--- config.mk ---
export PLATFORM = sky130hd
export DESIGN_NAME = pwm_mode_gen
export DESIGN_NICKNAME = d
export VERILOG_FILES = /design/src/rtl/pwm_pkg.sv /design/src/rtl/key_debounce.sv /design/src/rtl/pwm_mode_gen.sv
export SDC_FILE = /design/constraint.sdc
export NUM_CORES = 1
export LEC_CHECK = 0
export BUFFER_PORTS_ARGS = -buffer_cell sky130_fd_sc_hd__buf_2
export CORE_UTILIZATION = 61
export DETAILED_ROUTE_END_ITERATION = 10
export HOLD_SLACK_MARGIN = 0.02
export PLACE_DENSITY = 0.85
export SETUP_SLACK_MARGIN = 0.2
export SLEW_MARGIN = 20
export SYNTH_ARGS = -nofsm -noshare
export SYNTH_HDL_FRONTEND = slang
export SYNTH_HIERARCHICAL = 1
export SYNTH_SLANG_ARGS = --single-unit
--- constraint.sdc ---
create_clock -name clk -period 6.5 [get_ports clk]
set_input_delay 0 -clock clk [delete_from_list [all_inputs] [get_ports clk]]
set_output_delay 0 -clock clk [all_outputs]
set_load 0.02 [all_outputs]
--- src/rtl/pwm_pkg.sv ---
// Shared types and helpers for the key-selected PWM generator.
package pwm_pkg;

    // Upper bound on mode keys handled by the one-hot decoder.
    localparam int unsigned MAX_MODES = 32;
    localparam int unsigned IDX_W     = 5;

    typedef struct packed {
        logic             valid;
        logic [IDX_W-1:0] idx;
    } onehot_t;

    // Width of a mode index, never less than one bit.
    function automatic int unsigned mode_w(input int unsigned n);
        return (n > 1) ? $clog2(n) : 1;
    endfunction

    function automatic logic popcount_is_one(input logic [MAX_MODES-1:0] vec);
        return (vec != '0) && ((vec & (vec - MAX_MODES'(1))) == '0);
    endfunction

    // Returns {valid, index}; valid only when exactly one bit is set.
    function automatic onehot_t onehot_idx(input logic [MAX_MODES-1:0] vec);
        onehot_t r;
        r.valid = popcount_is_one(vec);
        r.idx   = '0;
        for (int unsigned i = 0; i < MAX_MODES; i++) begin
            if (vec[i]) r.idx = IDX_W'(i);
        end
        return r;
    endfunction

endpackage

--- src/rtl/key_debounce.sv ---
// Key synchroniser and debouncer: strobes once per newly stable pattern.
module key_debounce #(
    parameter int unsigned W          = 2,
    parameter int unsigned DEB_CYC    = 50000,
    parameter bit          ACTIVE_LOW = 1'b1
) (
    input  logic         clk,
    input  logic         rst,
    input  logic [W-1:0] key_i,
    output logic         acc_stb_o,
    output logic [W-1:0] acc_pat_o
);

    localparam int unsigned CW = $clog2(DEB_CYC + 1);

    logic [W-1:0]  sync1_q, sync2_q;
    logic [W-1:0]  prev_q, prev_d;
    logic [W-1:0]  pat;
    logic [CW-1:0] cnt_q, cnt_d, hit;
    logic          armed_q, armed_d, armed_eff, acc;

    // Pattern after synchronisation, 1 = pressed.
    assign pat = ACTIVE_LOW ? ~sync2_q : sync2_q;

    // Count consecutive identical cycles (saturating); accept once per new pattern.
    always_comb begin
        hit       = CW'(1);
        armed_eff = armed_q | (pat != prev_q);
        if (pat == prev_q) begin
            hit = (cnt_q == CW'(DEB_CYC)) ? cnt_q : cnt_q + CW'(1);
        end
        acc     = armed_eff && (hit == CW'(DEB_CYC));
        prev_d  = pat;
        cnt_d   = hit;
        armed_d = armed_eff & ~acc;
    end

    // Synchroniser and stability state.
    always_ff @(posedge clk) begin
        if (rst) begin
            sync1_q <= '0;
            sync2_q <= '0;
            prev_q  <= '0;
            cnt_q   <= '0;
            armed_q <= 1'b0;
        end else begin
            sync1_q <= key_i;
            sync2_q <= sync1_q;
            prev_q  <= prev_d;
            cnt_q   <= cnt_d;
            armed_q <= armed_d;
        end
    end

    assign acc_stb_o = acc;
    assign acc_pat_o = pat;

endmodule

--- src/rtl/pwm_mode_gen.sv ---
// Multi-channel PWM generator with debounced key-selected compare sets.
module pwm_mode_gen
    import pwm_pkg::*;
#(
    parameter int unsigned CNT_W          = 16,
    parameter int unsigned PERIOD         = 626,
    parameter int unsigned NUM_CH         = 2,
    parameter int unsigned NUM_MODES      = 2,
    parameter int unsigned DEB_CYC        = 50000,
    parameter bit          KEY_ACTIVE_LOW = 1'b1
) (
    input  logic                              clk,
    input  logic                              rst,
    input  logic [NUM_MODES-1:0]              key,
    input  logic [NUM_MODES*NUM_CH*CNT_W-1:0] cmp_tab,
    output logic [NUM_MODES-1:0]              led,
    output logic [NUM_CH-1:0]                 pwm,
    output logic                              period_done
);

    localparam int unsigned       MODE_W = mode_w(NUM_MODES);
    localparam logic [CNT_W-1:0]  LAST   = CNT_W'(PERIOD - 1);

    if (PERIOD < 2 || longint'(PERIOD) > (longint'(1) << CNT_W)) begin : g_bad_period
        $error("PERIOD must be in 2..2**CNT_W");
    end
    if (NUM_MODES > MAX_MODES) begin : g_bad_modes
        $error("NUM_MODES exceeds MAX_MODES");
    end

    logic                 acc_stb;
    logic [NUM_MODES-1:0] acc_pat;
    onehot_t              oh;
    logic                 req;
    logic [MODE_W-1:0]    req_mode;

    logic [CNT_W-1:0]     tab [NUM_MODES][NUM_CH];

    logic                 mode_valid_q, mode_valid_d;
    logic [MODE_W-1:0]    mode_q, mode_d;
    logic                 pending_q, pending_d;
    logic [CNT_W-1:0]     cnt_q, cnt_d;
    logic [CNT_W-1:0]     shadow_q [NUM_CH];
    logic [CNT_W-1:0]     shadow_d [NUM_CH];
    logic [NUM_CH-1:0]    pwm_q, pwm_d;
    logic                 pd_q, pd_d;
    logic [NUM_MODES-1:0] led_q, led_d;

    key_debounce #(
        .W          (NUM_MODES),
        .DEB_CYC    (DEB_CYC),
        .ACTIVE_LOW (KEY_ACTIVE_LOW)
    ) u_deb (
        .clk       (clk),
        .rst       (rst),
        .key_i     (key),
        .acc_stb_o (acc_stb),
        .acc_pat_o (acc_pat)
    );

    for (genvar m = 0; m < NUM_MODES; m++) begin : g_mode
        for (genvar c = 0; c < NUM_CH; c++) begin : g_ch
            assign tab[m][c] = cmp_tab[(m*NUM_CH+c)*CNT_W +: CNT_W];
        end
    end

    assign oh       = onehot_idx(MAX_MODES'(acc_pat));
    assign req      = acc_stb & oh.valid;
    assign req_mode = MODE_W'(oh.idx);

    // Mode selection, period counter, boundary shadow reload and compare.
    always_comb begin
        mode_valid_d = mode_valid_q;
        mode_d       = mode_q;
        pending_d    = pending_q;
        cnt_d        = cnt_q;
        shadow_d     = shadow_q;
        if (!mode_valid_q) begin
            cnt_d = '0;
            if (req) begin
                mode_valid_d = 1'b1;
                mode_d       = req_mode;
                for (int unsigned c = 0; c < NUM_CH; c++) shadow_d[c] = tab[req_mode][c];
            end
        end else begin
            if (req && req_mode != mode_q) begin
                mode_d    = req_mode;
                pending_d = 1'b1;
            end
            // A request in the boundary cycle already steers this reload via mode_d.
            if (cnt_q == LAST) begin
                cnt_d     = '0;
                pending_d = 1'b0;
                for (int unsigned c = 0; c < NUM_CH; c++) shadow_d[c] = tab[mode_d][c];
            end else begin
                cnt_d = cnt_q + CNT_W'(1);
            end
        end
        pd_d = mode_valid_d && (cnt_d == LAST);
        for (int unsigned c = 0; c < NUM_CH; c++) begin
            pwm_d[c] = mode_valid_q && (cnt_q >= shadow_q[c]);
        end
        led_d = mode_valid_d ? (NUM_MODES'(1) << mode_d) : '0;
    end

    // State and registered outputs.
    always_ff @(posedge clk) begin
        if (rst) begin
            mode_valid_q <= 1'b0;
            mode_q       <= '0;
            pending_q    <= 1'b0;
            cnt_q        <= '0;
            shadow_q     <= '{default: '0};
            pwm_q        <= '0;
            pd_q         <= 1'b0;
            led_q        <= '0;
        end else begin
            mode_valid_q <= mode_valid_d;
            mode_q       <= mode_d;
            pending_q    <= pending_d;
            cnt_q        <= cnt_d;
            shadow_q     <= shadow_d;
            pwm_q        <= pwm_d;
            pd_q         <= pd_d;
            led_q        <= led_d;
        end
    end

    // A pending switch can only exist while a mode is active.
    always_ff @(posedge clk) begin
        if (!rst) assert (!pending_q || mode_valid_q);
    end

    assign led         = led_q;
    assign pwm         = pwm_q;
    assign period_done = pd_q;

endmodule

==> run metrics <==
Max Freq=roughly 220 MHz; DP Wirelength=6989 um; antenna fix cells=0; ys async rst share=0%; per-cell routed wire length=roughly 15 um; die area=0.007759 mm^2; fin crit share=a little over two thirds; io pins=73; worst endpoint data arrival time=4.80 ns; die width=88.09 um; Layout area overhead=16.80%; CTS root buf=clkbuf_8; vias in the first global route=around 3700; synth top area cells=dfxtp_1, ha_1, a211oi_2; Mean Syn Cell Area=slightly above 9 um^2; actual slew at the worst max-slew pin=about 0.79 ns; clock-pin slew on the worst setup and hold paths=approximately 0.090 ns; EDFF count, synth=0; IO Port Bufs=72; Final #Nets=about 700; DRC viols=0; Worst setup EP type=flop; placed insts=650; CORE AREA=0.007214 mm^2; post-synthesis sequential area ratio=34.54%; Post-Route WL=9963 um; Yosys top cell area share=approximately 35%; Routed Antenna Nets=0; Inserted Clock Buffers=9; critical path launch point type=flop; Cell Area, Synth=0.004521 mm^2; Crit path required time=a little under 7 ns; row count=31; Yosys warnings=6; RSZ-0062 raised after global routing=no; Worst Hold Class=input pin to flop; slowest stage delay, CP=0.59 ns; # setup viols final=0; DIE HEIGHT=88.09 um; Synth Register Bits=78; setup_tns=0 ns; fin util=between 70 and 80%; vias=3805; peak supply drop=between 100 and 150 uV; Detailed Routing Iterations Pass 1=4; Post-Synthesis Cells=between 400 and 500; initial antenna violation count=0; run status=finished, final reports clean; post-synth net total=600; Synth cell types=57; crit-path cells=ha_1, nand4_1, nor3b_1, mux2_2, a211o_1, nor4_1, nor2b_1, o21ai_0, o21ai_4, buf_4, mux2i_1, dlygate4sd3_1, a211oi_1; total gr overflow=0; largest net degree at the start of global routing=between 60 and 70; Final Hold Fails=0; final instance area=around 0.0053 mm^2; fin crit period=roughly 4.5 ns; Final Max Tran Viols=0; Buf+Inv Stages, Crit Path=2; clk buf depth=2; placer congestion estimate=between 0.8 and 0.9; Leak Pwr=around 2.2 nW; Clk Latency, worst-skew pair=around 0.35 ns; Starting DRT DRC Count=approximately 240; clock sinks=between 70 and 80; H-tree depth=3; max-cap violation count=0; Starting Density=between 60% and 70%; Post CTS Setup Buffer Count=0; main flop type after synthesis=dfxtp_1; max_slew headroom=between 40% and 50%; vias per inst=roughly 5.6; Fin Clk Skew=~0.012 ns; global-route wire length before repair=around 17000 um; most common cell in the netlist=dfxtp_1; TritonCTS clock tree=built; Worst Path Max Fanout=32; All-Layer GR Usage=28.04%; power consumption=roughly 0.93 mW; Worst path slowest cell=nor4_1; area of placed instances=roughly 0.0049 mm^2; critical path type=flop to flop; synth cell count leaders=dfxtp_1, nor2_1, inv_1, ha_1, mux2i_1; Final Non-Filler Cells=681; share of cells above drive strength 1=between 20% and 30%; Top delay family on crit path=simple AND/OR/NAND/NOR gates; biggest area consumer among synthesized cells=dfxtp_1; PwrDens=between 150 and 200 mW/mm^2
kinds of logic after synthesis:
family | Yosys count | share of synthesized area, %
AO/OA/AOI/OAI | 80 | 15.44
XOR/XNOR | 34 | 6.587
adder cells (fa/ha/maj) | 36 | 9.964
buffers and inverters | 59 | 5.757
flip-flops | 78 | 34.54
multiplexers | 35 | 7.805
AND/OR/NAND/NOR | 174 | 19.90
registers in the layout, indices dropped and copies added (netlist names):
signal	count
shadow_q	32
cnt_q	16
u_deb/cnt_q	16
led	2
pwm	2
u_deb/prev_q	2
u_deb/sync1_q	2
u_deb/sync2_q	2
mode_q	1
mode_valid_q	1
period_done	1
u_deb/armed_q	1
layer usage:
| layer | global-route usage, % | vias to the layer above | wire length, um |
|---|---|---|---|
| li1 | - | 1905 | - |
| met1 | 33.58 | 1762 | 4150 |
| met2 | 49.26 | 119 | 5097 |
| met3 | 5.844 | 19 | 504 |
| met4 | 10.70 | 0 | 210 |
| met5 | 0 | - | 0 |
tightest hold or removal path, cell delays in order:
cell,delay [ns]
buf_2,0.10
mux2i_1,0.15
a211oi_2,0.08
layout make-up:
type	count	area, um^2
multi-input combinational	359	2710
fill	551	1934
sequential	78	1562
timing repair buffer	89	525.5
clock buffer	12	155.1
inverter	40	150.1
tap	99	123.9
clock inverter	4	53.80
cells in the final DEF, fill, tap and decap left out, types with 10 or more instances in the layout:
cell,synthesis,routed
dfxtp_1,78,78
nor2_1,73,73
buf_2,2,72
inv_1,40,40
ha_1,36,36
mux2i_1,33,33
a211oi_2,28,28
nand2_1,25,25
xnor2_1,18,18
a21oi_1,18,18
xor2_1,16,16
nand3_1,15,15
dlygate4sd3_1,0,15
clkbuf_8,0,11
and3_1,10,10
where the power goes:
group | switching [mW] | internal (mW) | leakage [nW] | total [mW]
sequential | 0.00220 | 0.481 | 0.630 | 0.483
combinational | 0.0315 | 0.0354 | 1.44 | 0.0669
clock | 0.183 | 0.200 | 0.0992 | 0.383
total | 0.217 | 0.716 | 2.16 | 0.933
final timing paths:
kind | from | to | slack, ns | cells past startpoint
max | u_deb/cnt_q[0] | shadow_q[3] | 1.96 | 13
min | cmp_tab[12] | shadow_q[28] | 0.02 | 3
max reg2reg | u_deb/cnt_q[0] | shadow_q[3] | 1.96 | 13
min reg2reg | u_deb/sync1_q[1] | u_deb/sync2_q[1] | 0.45 | 1
stage by stage:
stage               setup WS, ns  hold slack, ns
finish                     1.957         0.01968
global route               1.675         0.03629
global placement           2.841          0.2077
CTS                        1.993         0.02107
floorplan                  2.957         0.06669
detailed placement         2.539          0.2171
timing repair:
action	4_1_cts	5_1_grt
setup endpoints to repair	0	0
resized for setup	0	0
hold buffers	15	0
hold endpoints to repair	9	0
Power figures use the tool's default switching activity.
